==> config.mk <==
export PLATFORM = sky130hd
export DESIGN_NAME = ysyx_22041207_pipe_stage
export DESIGN_NICKNAME = d
export VERILOG_FILES = /design/src/rtl/ysyx_22041207_pipe_stage.sv
export SDC_FILE = /design/constraint.sdc
export NUM_CORES = 1
export LEC_CHECK = 0
export ABC_AREA = 0
export BUFFER_PORTS_ARGS = -buffer_cell sky130_fd_sc_hd__buf_2
export CAP_MARGIN = 20
export CORE_ASPECT_RATIO = 1.2
export CORE_MARGIN = 2
export CORE_UTILIZATION = 55
export CTS_BUF_LIST = sky130_fd_sc_hd__clkbuf_8
export DETAILED_ROUTE_END_ITERATION = 10
export MAX_ROUTING_LAYER = met4
export PLACE_DENSITY = 0.8
export SLEW_MARGIN = 15
export SYNTH_ARGS = -nofsm -noshare
export SYNTH_HDL_FRONTEND = slang
export SYNTH_SLANG_ARGS = --single-unit
==> constraint.sdc <==
create_clock -name clk -period 4.39 [get_ports clk]
set_input_delay 0.878 -clock clk [delete_from_list [all_inputs] [get_ports clk]]
set_output_delay 0.878 -clock clk [all_outputs]
set_load 0.05 [all_outputs]
==> src/rtl/ysyx_22041207_pipe_stage.sv <==
// Valid/ready pipeline stage: one main entry plus an optional skid entry.
// SKID=1 registers in_ready so there is no out_ready -> in_ready path;
// SKID=0 collapses to a single-entry stage with combinational in_ready.
module ysyx_22041207_pipe_stage #(
  parameter int unsigned DATA_W         = 64,
  parameter int unsigned SKID           = 1,
  parameter int unsigned CLEAR_ON_FLUSH = 1
) (
  input  logic              clk,
  input  logic              rst_n,
  input  logic              flush,
  input  logic              in_valid,
  output logic              in_ready,
  input  logic [DATA_W-1:0] in_data,
  output logic              out_valid,
  input  logic              out_ready,
  output logic [DATA_W-1:0] out_data,
  output logic [1:0]        occupancy
);

  typedef enum logic [1:0] {
    EMPTY = 2'd0,
    ONE   = 2'd1,
    TWO   = 2'd2
  } state_t;

  state_t            state, state_nxt;
  logic [DATA_W-1:0] main_q, main_nxt;
  logic [DATA_W-1:0] skid_q, skid_nxt;
  logic              ready_q;
  logic              in_fire, out_fire;

  // Handshake decode and output view of the held entries
  always_comb begin
    out_valid = (state != EMPTY);
    out_data  = main_q;
    // ready_q is 0 in reset and equals (state != TWO) afterwards; with SKID=0
    // TWO is unreachable, so it acts purely as the out-of-reset qualifier.
    if (SKID != 0) in_ready = ready_q;
    else           in_ready = ready_q & (~out_valid | out_ready);
    in_fire  = in_valid & in_ready;
    out_fire = out_valid & out_ready;
    case (state)
      EMPTY:   occupancy = 2'd0;
      ONE:     occupancy = 2'd1;
      TWO:     occupancy = 2'd2;
      default: occupancy = 2'd0;
    endcase
  end

  // Next-state and payload update; flush overrides every other event
  always_comb begin
    state_nxt = state;
    main_nxt  = main_q;
    skid_nxt  = skid_q;
    case (state)
      EMPTY: begin
        if (in_fire) begin
          state_nxt = ONE;
          main_nxt  = in_data;
        end
      end
      ONE: begin
        if (in_fire && out_fire) begin
          main_nxt = in_data;
        end else if (in_fire && (SKID != 0)) begin
          state_nxt = TWO;
          skid_nxt  = in_data;
        end else if (out_fire) begin
          state_nxt = EMPTY;
        end
      end
      TWO: begin
        if (out_fire) begin
          state_nxt = ONE;
          main_nxt  = skid_q;
        end
      end
      default: state_nxt = EMPTY;
    endcase
    if (flush) begin
      state_nxt = EMPTY;
      if (CLEAR_ON_FLUSH != 0) begin
        main_nxt = '0;
        skid_nxt = '0;
      end else begin
        main_nxt = main_q;
        skid_nxt = skid_q;
      end
    end
  end

  // State, payload and registered ready flop
  always_ff @(posedge clk or negedge rst_n) begin
    if (!rst_n) begin
      state   <= EMPTY;
      main_q  <= '0;
      skid_q  <= '0;
      ready_q <= 1'b0;
    end else begin
      state   <= state_nxt;
      main_q  <= main_nxt;
      skid_q  <= skid_nxt;
      ready_q <= (state_nxt != TWO);
    end
  end

endmodule

* Word-level counts from Yosys, hierarchy flattened *
Cells that the tools add are included.
W data, S select, Z words.

cells by class
  mux-type cells = 16
  bitwise operators = 2
  eq/ne operators = 7
  reduce and logical (&&, ||, !) cells = 8

operator list
  kind                  count
  $mux W64              7
  $pmux W64 S3          1
  $mux W2               6
  $ne A3 B3 Y1 const B  3
  $pmux W2 S3           1
  $reduce_bool A2 Y1    3
  $ne A2 B2 Y1 const B  2
  $pmux W2 S2           1
  $reduce_and A4 Y1     1
  $reduce_bool A4 Y1    1
  $reduce_and A3 Y1     1
  $and A1 B1 Y1         2
  $eq A2 B1 Y1 const B  1
  $eq A2 B2 Y1 const B  1
  $logic_not A2 Y1      1
  $logic_and A1 B1 Y1   1

storage, ports and cells
  input port bits = 69
  flip-flop bits (word level) = 131
  logic and storage cells = 37

* Depth between registers and ports, before layout *
  depth after elaboration = 8
  gate-level depth with buffers = 8

* Least setup slack after synthesis *
Ideal clock, no wire load.

  path type = reg2reg
  start point = reg state[1]
  end point = reg main_q[31] (netlist: out_data[31])
  period minus slack after synthesis = 2.293 ns
  cell stages (with the launch flop) = 8
  data arrival time = 2.150 ns
  slack = 2.097 ns
  required time = 4.247 ns
  setup time = 0.143 ns
  cells stage by stage = dfrtp_1 > inv_1 > ha_1 > nor2_1 > o311ai_4 > buf_8 > buf_1 > a311oi_1

on the way
  cells in the longest elaborated chain, start to end = 5
  elaborated cells on any way between the ends = 13
  classes of those cells = eq/ne: 5; mux: 2; bitwise: 1; reduce/logical: 5

ends and longest elaborated chain
  element                      RTL line  text
  start, declared              27        state_t state, state_nxt;
  start signal, assigned       101       state <= state_nxt;
  $reduce_bool A2 Y1           35        out_valid = (state != EMPTY);
  $and A1 B1 Y1                42        out_fire = out_valid & out_ready;
  $logic_and A1 B1 Y1          64        if (in_fire && out_fire) begin
  $ne A3 B3 Y1 (no line)       n/a
  $reduce_and A4 Y1 (no line)  n/a
  end signal, assigned         102       main_q <= main_nxt;
  end, declared                28        logic [DATA_W-1:0] main_q, main_nxt;

Several ways; a longest one is shown, not always the timed one.
A chain may end at the register's enable or synchronous reset.

* Final worst setup path *
  start point = reg state[0]
  end point = reg main_q[21] (netlist: out_data[21])

The elaborated chain is that of the path after synthesis.

==> flow_summary.toml <==
[power]
p_leak_nw = 3.47
vdd_drop_max_uv = 226
p_per_area_nw_per_um2 = 462
power.total_mw = 3.63

[placed_design]
placed_area_sq_um = 7440
dp_cells = 917
dp_hpwl_mm = 9.90
port_buffers = 136
place_congestion = 0.828
post-place-ws_ns = 1.48

[layout]
drive_gt1_frac = 0.307
area_growth_pct = 14.6
design_area_sq_um = 7840
fin_util = 0.647
multiInputGateArea_sq_um = 2910
nets = 850
nFillCells = 1000
final_cells = 951
seq_area_sq_um = 3280

[clock_network]
path_clk_slew_ns = 0.07
cts-root-buf = "clkbuf_8"
postCtsSetupBuffers = 0
ctsResizeCount = 0
insertion_delay_ns = 0.44
cts_made_buffers = 17
cts_max_level = 4
clockBufferDepth = 2
cts.sinks = 131
cts_tree = "done"
hold_buffers = 0

[die]
dieArea_sq_um = 13300
pin_count = 137
row_count = 44
core_sq_um = 12100
die_w_um = 106
fp.dieH_um = 126
initial_core_util = 0.565

[route]
ant_nets = 0
wl_per_cell_um = 17.0
drtIter0Drc = 336
drt_wl_total_mm = 16.2
vias_per_cell = 5.84
dr.pass1.iters = 5
vias = 5553
remaining_drc_errors = 0

[timing]
fin_hold_ws_ns = 0.529
rsz0062_at_grt = "no"
worst_slack_ns = 1.53
tightest_slew_ns = 1.10
finalSetupViolCount = 0
hold_violations = 0
max_freq_mhz = 349
period_needed_ns = 2.86
max-slew-margin-rel = 0.267
setup_tns_ns = 0
clock_skew_ns = 0.0136
period_share = 0.652
maxSlewViolCount = 0

[global_route]
grt_max_degree = 106
grt_util_met3 = 0.0455
grt_use_total = 0.254
grt_pass1_wl_mm = 26.5
met2_usage = 0.405
overflow = 0
busiest_layer = "met2"
grt_antenna_before_repair = 1
grt_pass1_vias = 5318
met1_usage = 0.320

[worst_setup_path]
critical_path.cell_chain = "inv_1 > ha_4 > buf_4 > buf_4 > a221oi_1 > a311oi_1"
crit_fanout = 67
crit_path_top_delay_cell = "buf_4"
worstSetupPathType = "reg2reg"
crit_top_cell = "buf_4"
cp.required_ns = 4.72
cp-end-kind = "flip-flop"
crit_arrival_ns = 3.19
slowest_delay_ns = 0.78
crit_family = "buffers and inverters"
cp.buffers_inverters = 3
cp-start-kind = "flip-flop"

[logic_synthesis]
syn_area_sq_um = 6840
syn_nets = 752
synth.distinct_cells = 29
synth_cells = 678
yosysSeqAreaShare = 0.479
postSynthAreaPerCell_sq_um = 10.1
ys_ff_latch = 131
ys_warn_count = 0

[min_path]
hold_path_class = "in2async"

[run_status]
outcome = "finished, final reports clean"

[flow_run]
cap_violations = 0
worst register-to-register path: stages (launching register included):
cell,delay [ns]
dfrtp_1,0.42
inv_1,0.17
ha_4,0.16
buf_4,0.62
buf_4,0.84
a221oi_1,0.25
a311oi_1,0.30
area by class of cell:
class	count	area share
clock buffers	19	0.0334
multi-input cells	409	0.372
diodes	1	0.000319
clock inverters	13	0.0152
repair buffers	149	0.103
inverters	68	0.0326
flip-flops and latches	131	0.418
well taps	161	0.0257
cell usage after synthesis:
cell | instances | area (sq um)
dfrtp_1 | 131 | 3280
ha_1 | 5 | 62.6
o21ai_0 | 1 | 5.00
inv_2 | 2 | 7.51
nand3_1 | 2 | 10.0
o21a_1 | 1 | 7.51
nand2b_1 | 1 | 6.26
a21o_1 | 1 | 7.51
buf_1 | 2 | 7.51
buf_8 | 1 | 15.0
a311oi_1 | 64 | 561
and3_1 | 1 | 6.26
o311ai_4 | 1 | 26.3
nand2_1 | 129 | 484
a21oi_1 | 67 | 335
o22ai_1 | 1 | 6.26
nor2b_1 | 64 | 400
buf_12 | 6 | 120
nor3_1 | 1 | 5.00
clkbuf_1 | 37 | 139
inv_1 | 66 | 248
and2b_1 | 1 | 7.51
nor2_1 | 2 | 7.51
a221oi_1 | 9 | 78.8
a221oi_2 | 56 | 841
buf_4 | 11 | 82.6
o221a_2 | 1 | 11.3
and2_1 | 1 | 6.26
buf_2 | 13 | 65.1
where the power goes:
part	total (mW)	leakage, nW	switching, mW	internal, mW
logic	1.19	1.51	0.876	0.318
clock network	0.987	0.201	0.464	0.523
registers	1.44	1.76	0.0915	1.35
kinds of logic after synthesis:
family / share of synthesized area
adder cells (fa/ha/maj): 0.00915
flip-flops: 0.479
buffers and inverters: 0.100
AND/OR/NAND/NOR: 0.137
AO/OA/AOI/OAI: 0.275
sequential cells by signal, indices dropped and copies added, names as in the netlist:
register and count:
out_data 64, state 2, in_ready 1, skid_q 64
path summary, 6_finish.rpt:
| check | from | end | slack [ns] | cells past startpoint |
|---|---|---|---|---|
| max in group asynchronous | rst_n | out_data[3] | 3.00 | 2 |
| max | state[0] | out_data[21] | 1.53 | 6 |
| min reg2reg | skid_q[18] | skid_q[18] | 0.53 | 2 |
| max reg2reg | state[0] | out_data[21] | 1.53 | 6 |
| min in group clk | skid_q[18] | skid_q[18] | 0.53 | 2 |
| min | rst_n | out_data[29] | 0.53 | 1 |
placed cells by master (no fill, tap or decap):
| cell type | instances |
|---|---|
| a311oi_1 | 64 |
| nor2b_1 | 64 |
| o21ai_0 | 1 |
| buf_4 | 13 |
| nand2_1 | 129 |
| nand2b_1 | 1 |
| a21oi_1 | 66 |
| a221oi_1 | 9 |
| nand3_1 | 1 |
| clkbuf_8 | 19 |
| nor2_1 | 2 |
| o311ai_4 | 1 |
| buf_12 | 2 |
| nand3_4 | 1 |
| o22ai_1 | 1 |
| diode_2 | 1 |
| a221oi_2 | 56 |
| nor3_1 | 1 |
| a21o_2 | 1 |
| clkinv_2 | 5 |
| and2_1 | 1 |
| buf_2 | 134 |
| ha_1 | 4 |
| bufinv_16 | 2 |
| a21oi_4 | 1 |
| and2b_1 | 1 |
| o221a_2 | 1 |
| inv_1 | 69 |
| ha_4 | 1 |
| dfrtp_1 | 131 |
| and3_1 | 1 |
| o21a_1 | 1 |
| clkinvlp_4 | 3 |
| inv_2 | 2 |
metal layers:
layer	up-vias	share of wire
met4	0	0.024
met5	-	0
met3	32	0.047
met1	2757	0.41
li1	2599	-
met2	165	0.52
(Power assumes the default switching activity.)
